--- src/rtl/start_fifo_srl_ctrl.sv ---
// Start-token FIFO controller around an SRL shift array; 1-cycle push-to-visible latency, registered full/empty flags.
// Optional sticky overflow/underflow error outputs when START_FIFO_ERR_EN is defined.
module start_fifo_srl_ctrl #(
    parameter int DATA_WIDTH = 1,
    parameter int ADDR_WIDTH = 1,
    parameter int DEPTH      = 2
) (
    input  logic                  clk,
    input  logic                  reset_n,
    input  logic                  if_write_ce,
    input  logic                  if_write,
    input  logic [DATA_WIDTH-1:0] if_din,
    output logic                  if_full_n,
    input  logic                  if_read_ce,
    input  logic                  if_read,
    output logic [DATA_WIDTH-1:0] if_dout,
    output logic                  if_empty_n
`ifdef START_FIFO_ERR_EN
    ,
    output logic                  ovf_err,
    output logic                  udf_err
`endif
);

    localparam logic [ADDR_WIDTH:0] DEPTH_C = (ADDR_WIDTH+1)'(DEPTH);

    logic [DATA_WIDTH-1:0] srl_q [DEPTH];
    logic [ADDR_WIDTH:0]   count_q, count_d;
    logic                  full_n_q, full_n_d;
    logic                  empty_n_q, empty_n_d;
    logic                  init_q;
    logic [ADDR_WIDTH-1:0] addr;
    logic                  push, pop;

    assign push = if_write & if_write_ce & full_n_q;
    assign pop  = if_read  & if_read_ce  & empty_n_q;

    always_comb begin
        count_d = count_q;
        case ({push, pop})
            2'b10:   count_d = count_q + 1'b1;
            2'b01:   count_d = count_q - 1'b1;
            default: count_d = count_q;
        endcase
    end

    // During the post-reset init cycle count is 0, so full_n simply opens up.
    assign full_n_d  = init_q ? 1'b1 : (count_d != DEPTH_C);
    assign empty_n_d = (count_d != '0);

    always_ff @(posedge clk or negedge reset_n) begin
        if (!reset_n) begin
            count_q   <= '0;
            full_n_q  <= 1'b0;
            empty_n_q <= 1'b0;
            init_q    <= 1'b1;
        end else begin
            count_q   <= count_d;
            full_n_q  <= full_n_d;
            empty_n_q <= empty_n_d;
            init_q    <= 1'b0;
        end
    end

    // Storage is deliberately not reset; the count alone decides what is valid.
    always_ff @(posedge clk) begin
        if (push) begin
            srl_q[0] <= if_din;
            for (int i = DEPTH - 1; i > 0; i--) begin
                srl_q[i] <= srl_q[i-1];
            end
        end
    end

    assign addr = ADDR_WIDTH'(count_q - 1'b1);

    always_comb begin
        if_dout = '0;
        if ({1'b0, addr} < DEPTH_C) begin
            if_dout = srl_q[addr];
        end
    end

    assign if_full_n  = full_n_q;
    assign if_empty_n = empty_n_q;

`ifdef START_FIFO_ERR_EN
    logic ovf_err_q, udf_err_q;

    always_ff @(posedge clk or negedge reset_n) begin
        if (!reset_n) begin
            ovf_err_q <= 1'b0;
            udf_err_q <= 1'b0;
        end else begin
            if (if_write & if_write_ce & ~full_n_q & ~init_q) begin
                ovf_err_q <= 1'b1;
            end
            if (if_read & if_read_ce & ~empty_n_q) begin
                udf_err_q <= 1'b1;
            end
        end
    end

    assign ovf_err = ovf_err_q;
    assign udf_err = udf_err_q;
`endif

endmodule

--- config.mk ---
export PLATFORM = sky130hd
export DESIGN_NAME = start_fifo_srl_ctrl
export DESIGN_NICKNAME = d
export VERILOG_FILES = /design/src/rtl/start_fifo_srl_ctrl.sv
export SDC_FILE = /design/constraint.sdc
export NUM_CORES = 1
export LEC_CHECK = 0
export ABC_AREA = 1
export CORE_AREA = 2 2 39 41
export CTS_BUF_LIST = sky130_fd_sc_hd__clkbuf_16
export DETAILED_ROUTE_END_ITERATION = 10
export DIE_AREA = 0 0 41 43
export DONT_BUFFER_PORTS = 1
export GPL_ROUTABILITY_DRIVEN = 0
export PLACE_DENSITY = 0.44
export RECOVER_POWER = 100
export SLEW_MARGIN = 20
export SYNTH_ARGS = -nofsm -noshare
export SYNTH_HDL_FRONTEND = slang
export SYNTH_SLANG_ARGS = --single-unit
--- constraint.sdc ---
create_clock -name clk -period 1.25 [get_ports clk]
set_input_delay 0.25 -clock clk [delete_from_list [all_inputs] [get_ports clk]]
set_output_delay 0.25 -clock clk [all_outputs]
set_load 0.03 [all_outputs]
# == Word-level counts from Yosys, hierarchy flattened ==
# Memory sizes are Yosys's and may differ from the RTL's.
# Cells that the tools add are included.
# totals
mem_bits_rw,2
wordCells,19
out_inout_bits,3
in_bits,7
register_bits,5
n_memories,1
# memory_table
name,words,width,rd,rd_ports_with_merged_regs,wr,line,text
srl_q,2,1,2,0,2,27,logic [DATA_WIDTH-1:0] srl_q [DEPTH];
# classes
add_sub_neg,2
eq_ne,3
mux,4
bitwise_logic,4
reduce_logical,1
# op_table
cell,count
1-bit AND,4
2-bit one-hot mux with 2 select lines,1
1-bit two-way mux,3
"2-bit by 1-bit adder with 2-bit output, second input constant",1
"2-bit by 1-bit equality test with 1-bit output, second input constant",1
"2-bit equality test, second input constant",1
"2-bit inequality test, second input constant",1
2-bit nonzero test,1
"2-bit by 1-bit subtractor with 2-bit output, second input constant",1

# == Depth between registers and ports, before layout ==
# logic_depth
ltp_word,6
mapped_depth,8

# == Worst setup path after synthesis ==
# Ideal clock, no wire load.
# synth_timing
path_type,register -> register
startpoint,"register empty_n_q, in the netlist if_empty_n"
endpoint,"register empty_n_q, in the netlist if_empty_n"
arrival_ns,1.272
path_buffers,0
stages_incl_launch_ff,8
required_ns,1.123
slack_ns,-0.149
synth_period_minus_slack_ns,1.399
path_cell_list,dfrtp_1 -> nand3_1 -> inv_1 -> ha_1 -> nor2_1 -> o21ai_2 -> nand2_2 -> nand3b_1
# synth_between
elab_chain_len,4
word_cells_on_any_way,5
# synth_lines
item,line,text
start: declaration,30,"logic empty_n_q, empty_n_d;"
start signal: assignment,60,empty_n_q <= empty_n_d;
1-bit AND (*),36,assign pop = if_read & if_read_ce & empty_n_q;
2-bit by 1-bit equality test with 1-bit output or 2-bit equality test (tied branches),40,"case ({push, pop})"
2-bit one-hot mux with 2 select lines (*),40,
via count_d[0],28,"logic [ADDR_WIDTH:0] count_q, count_d;"
2-bit nonzero test (*),49,assign empty_n_d = (count_d != '0);
via empty_n_d,30,
# Mark *: on every way through the listed nets, which the timed path passes. The rest lies on a longest branch.

# == Worst setup path after layout ==
# Same ends and word-level chain as after synthesis.

==> metrics.cfg <==
[outcome]
run_status = complete, but fails checks
failing_checks = negative setup slack

[final_layout]
share_of_final_layout_standard_cells_stronger_than_drive_strength_1_pct = 53.19
design.final.nets = 57
layout_commonest_cell = sky130_fd_sc_hd__nand2_1
post-route-util_pct = 38.25
finalInstanceArea_um2 = 529.3
syn_to_final_growth_pct = 47.90
num_antenna_cells = 0
most-common-layout-cells = sky130_fd_sc_hd__nand2_1 (8), sky130_fd_sc_hd__inv_1 (6), sky130_fd_sc_hd__nand2_2 (4)

[logic_synthesis]
yosys_warning_total = 0
synthesis.nets = 47
dominant_cells_by_area_after_synthesis = sky130_fd_sc_hd__dfrtp_1 (28%), sky130_fd_sc_hd__edfxtp_1 (17%), sky130_fd_sc_hd__nand2_1 (9.4%)
netlist.top_cell.by_area = sky130_fd_sc_hd__dfrtp_1
synthesis.area_per_instance_um2 = 9.417
synth_largest_type_area_fraction_pct = 27.97
synth_seq_cells = 7
ys_seq_area_share_pct = 52.10
syn-instance-count = 38
syn-cell-area_um2 = 357.8
synth.lib_cells_used.distinct = 14

[placed_design]
dp_hpwl_um = 528.8
detailedPlace.worstSlack_ns = -0.01616
io_buffers = 0
dpl-instance-area_um2 = 430.4

[sta]
final_period_minus_worst_setup_slack_ns = 1.255
final_setup_tns_ns = -0.004544
finalSetupViolations = 1
hold_viol_final = 0
rsz0062_at_grt = true
top_achievable_clock_speed_mhz = 797.1
drv_slew = 0
timing.clock.skew_ns = 0.0006106
setup_ws_ns = -0.004544
final.period_utilization_pct = 100.4

[setup_path]
rr_endpoint = if_empty_n
worstPathArrival_ns = 1.36
worstSetupStartpointType = flop
worstSetupPathType = reg -> reg
cp_data_required_time_ns = 1.35
r2r_worst_path_depth = 7
setup.reg_to_reg.worst_slack_ns = -0.005
r2r-start = if_empty_n
crit_end = if_empty_n
timing.critical_path.from = if_empty_n
endpoint_kind = flop
path_max_fanout = 4

[power_and_ir_drop]
leakage_uw = 0.0002451
irDropWorstVdd_mv = 1.222
powerDensity_nw_per_um2 = 2583

[grt]
global_route.usage.total_pct = 8.943
globalRouteOverflowTotal = 0
grt_max_degree = 7
grt_pass1_wl_um = 1041
antenna_found_initial = 0
vias_in_the_first_global_route = 288

[routing]
route.antenna.remaining_nets = 0
detail_route.wirelength_um = 642
vias_per_cell = 4.000
drtIter0Drc = 5
wl_per_cell_um = 10.19
detail_route.first_pass.iterations = 4
drc_violations_left = 0
vias = 252

[clock_network]
clock_latency_ns = 0.23
cts_inserted_buffers = 3
clock_tree_from_tritoncts = built
root_buffer = sky130_fd_sc_hd__clkbuf_16
cts-root-to-sink-buffers = 2
clkTransAtPathRegs_ns = 0.03
cts.sinks = 7
cts_htree_levels = 1

[floorplan]
dieArea_um2 = 1763
dieWidth_um = 41
die-height_um = 43
io_pins = 10
initial_utilization_pct = 25.86
floorplan.rows = 14
core-area_um2 = 1384

[worst_hold_path]
worst_min_path_class = in -> reg

[job]
max-cap-violations = 0

[through the flow]
| step | hold slack [ns] | power [uW] | cells |
|---|---|---|---|
| final | 0.1191 | 1367 | 63 |
| after global routing | 0.1114 | 1439 | 63 |
| after CTS | 0.1147 | 1403 | 63 |
| after detailed placement | -0.04545 | 822.6 | 57 |
| after global placement | -0.04546 | 807.6 | 57 |
| after floorplan | -0.04559 | 717.6 | 38 |
[worst min path at each step]
stage	startpoint	depth (start not counted)	slack [ns]	to
floorplan	reset_n	0	-0.05	count_q[0]
global placement	reset_n	0	-0.05	count_q[1]
detailed placement	reset_n	0	-0.05	count_q[1]
CTS	if_din	0	0.11	srl_q[0]
global route	if_din	0	0.11	srl_q[0]
finish	if_din	0	0.12	srl_q[0]
[synth_stat cells]
master and n:
sky130_fd_sc_hd__dfrtp_1 4, sky130_fd_sc_hd__edfxtp_1 2, sky130_fd_sc_hd__nand3_1 2, sky130_fd_sc_hd__nor2_1 2, sky130_fd_sc_hd__nand3b_1 1, sky130_fd_sc_hd__o21ai_2 1
sky130_fd_sc_hd__nand2_2 3, sky130_fd_sc_hd__inv_1 6, sky130_fd_sc_hd__dfstp_2 1, sky130_fd_sc_hd__nand2_1 9, sky130_fd_sc_hd__conb_1 1, sky130_fd_sc_hd__ha_1 2
sky130_fd_sc_hd__inv_2 1, sky130_fd_sc_hd__nand3_2 3
[cell type report]
type	instances	area, um2
repair buffers	5	33.78
fillers	159	854.6
well taps	16	20.02
inverters	7	26.28
clock inverters	1	3.754
multi-input cells	24	180.2
clock buffers	3	75.07
flip-flops and latches	7	190.2
[state kept, by name, indices dropped and copies added, names as in the netlist]
register,cells
if_full_n,1
if_empty_n,1
srl_q,2
count_q,2
init_q,1
[per-layer routing]
metal	routed length, um	track usage [%]
met1	242	8.696
met2	389	15.63
met3	10	1.571
met4	0	6.000
met5	0	0
[what timing repair did]
action,CTS,global route
hold buffers,1,0
resized for setup,4,2
buffers inserted,1,0
setup endpoints to repair,3,4
pin swaps,1,0
hold endpoints to repair,5,0
[critical path, cell delays in order (launching register included)]
cell and delay (ns):
sky130_fd_sc_hd__dfrtp_2 0.40, sky130_fd_sc_hd__nand3_2 0.08, sky130_fd_sc_hd__inv_2 0.05, sky130_fd_sc_hd__ha_4 0.27, sky130_fd_sc_hd__nor2_2 0.04, sky130_fd_sc_hd__o21ai_2 0.05
sky130_fd_sc_hd__nand2_2 0.08, sky130_fd_sc_hd__nand3b_1 0.16
[kinds of logic (layout without fill, tap and decap cells)]
logic type                 Yosys count  after routing  synth area share, %
AOI/OAI and AO/OA                    1              1                2.448
adders and majority gates            2              2                6.992
buffers and inverters                7             16                7.341
DFF                                  7              7                52.10
other                                1              1                1.048
and+or+nand+nor                     20             20                30.07
[power by group]
part / total [uW] / internal (uW) / switching (uW) / leakage (uW)
clock: 524 / 415 / 109 / 0.0000423
combinational: 457 / 178 / 279 / 0.000129
sequential: 385 / 315 / 70.5 / 0.0000741
Note: power is estimated with default switching activity, not from simulation.
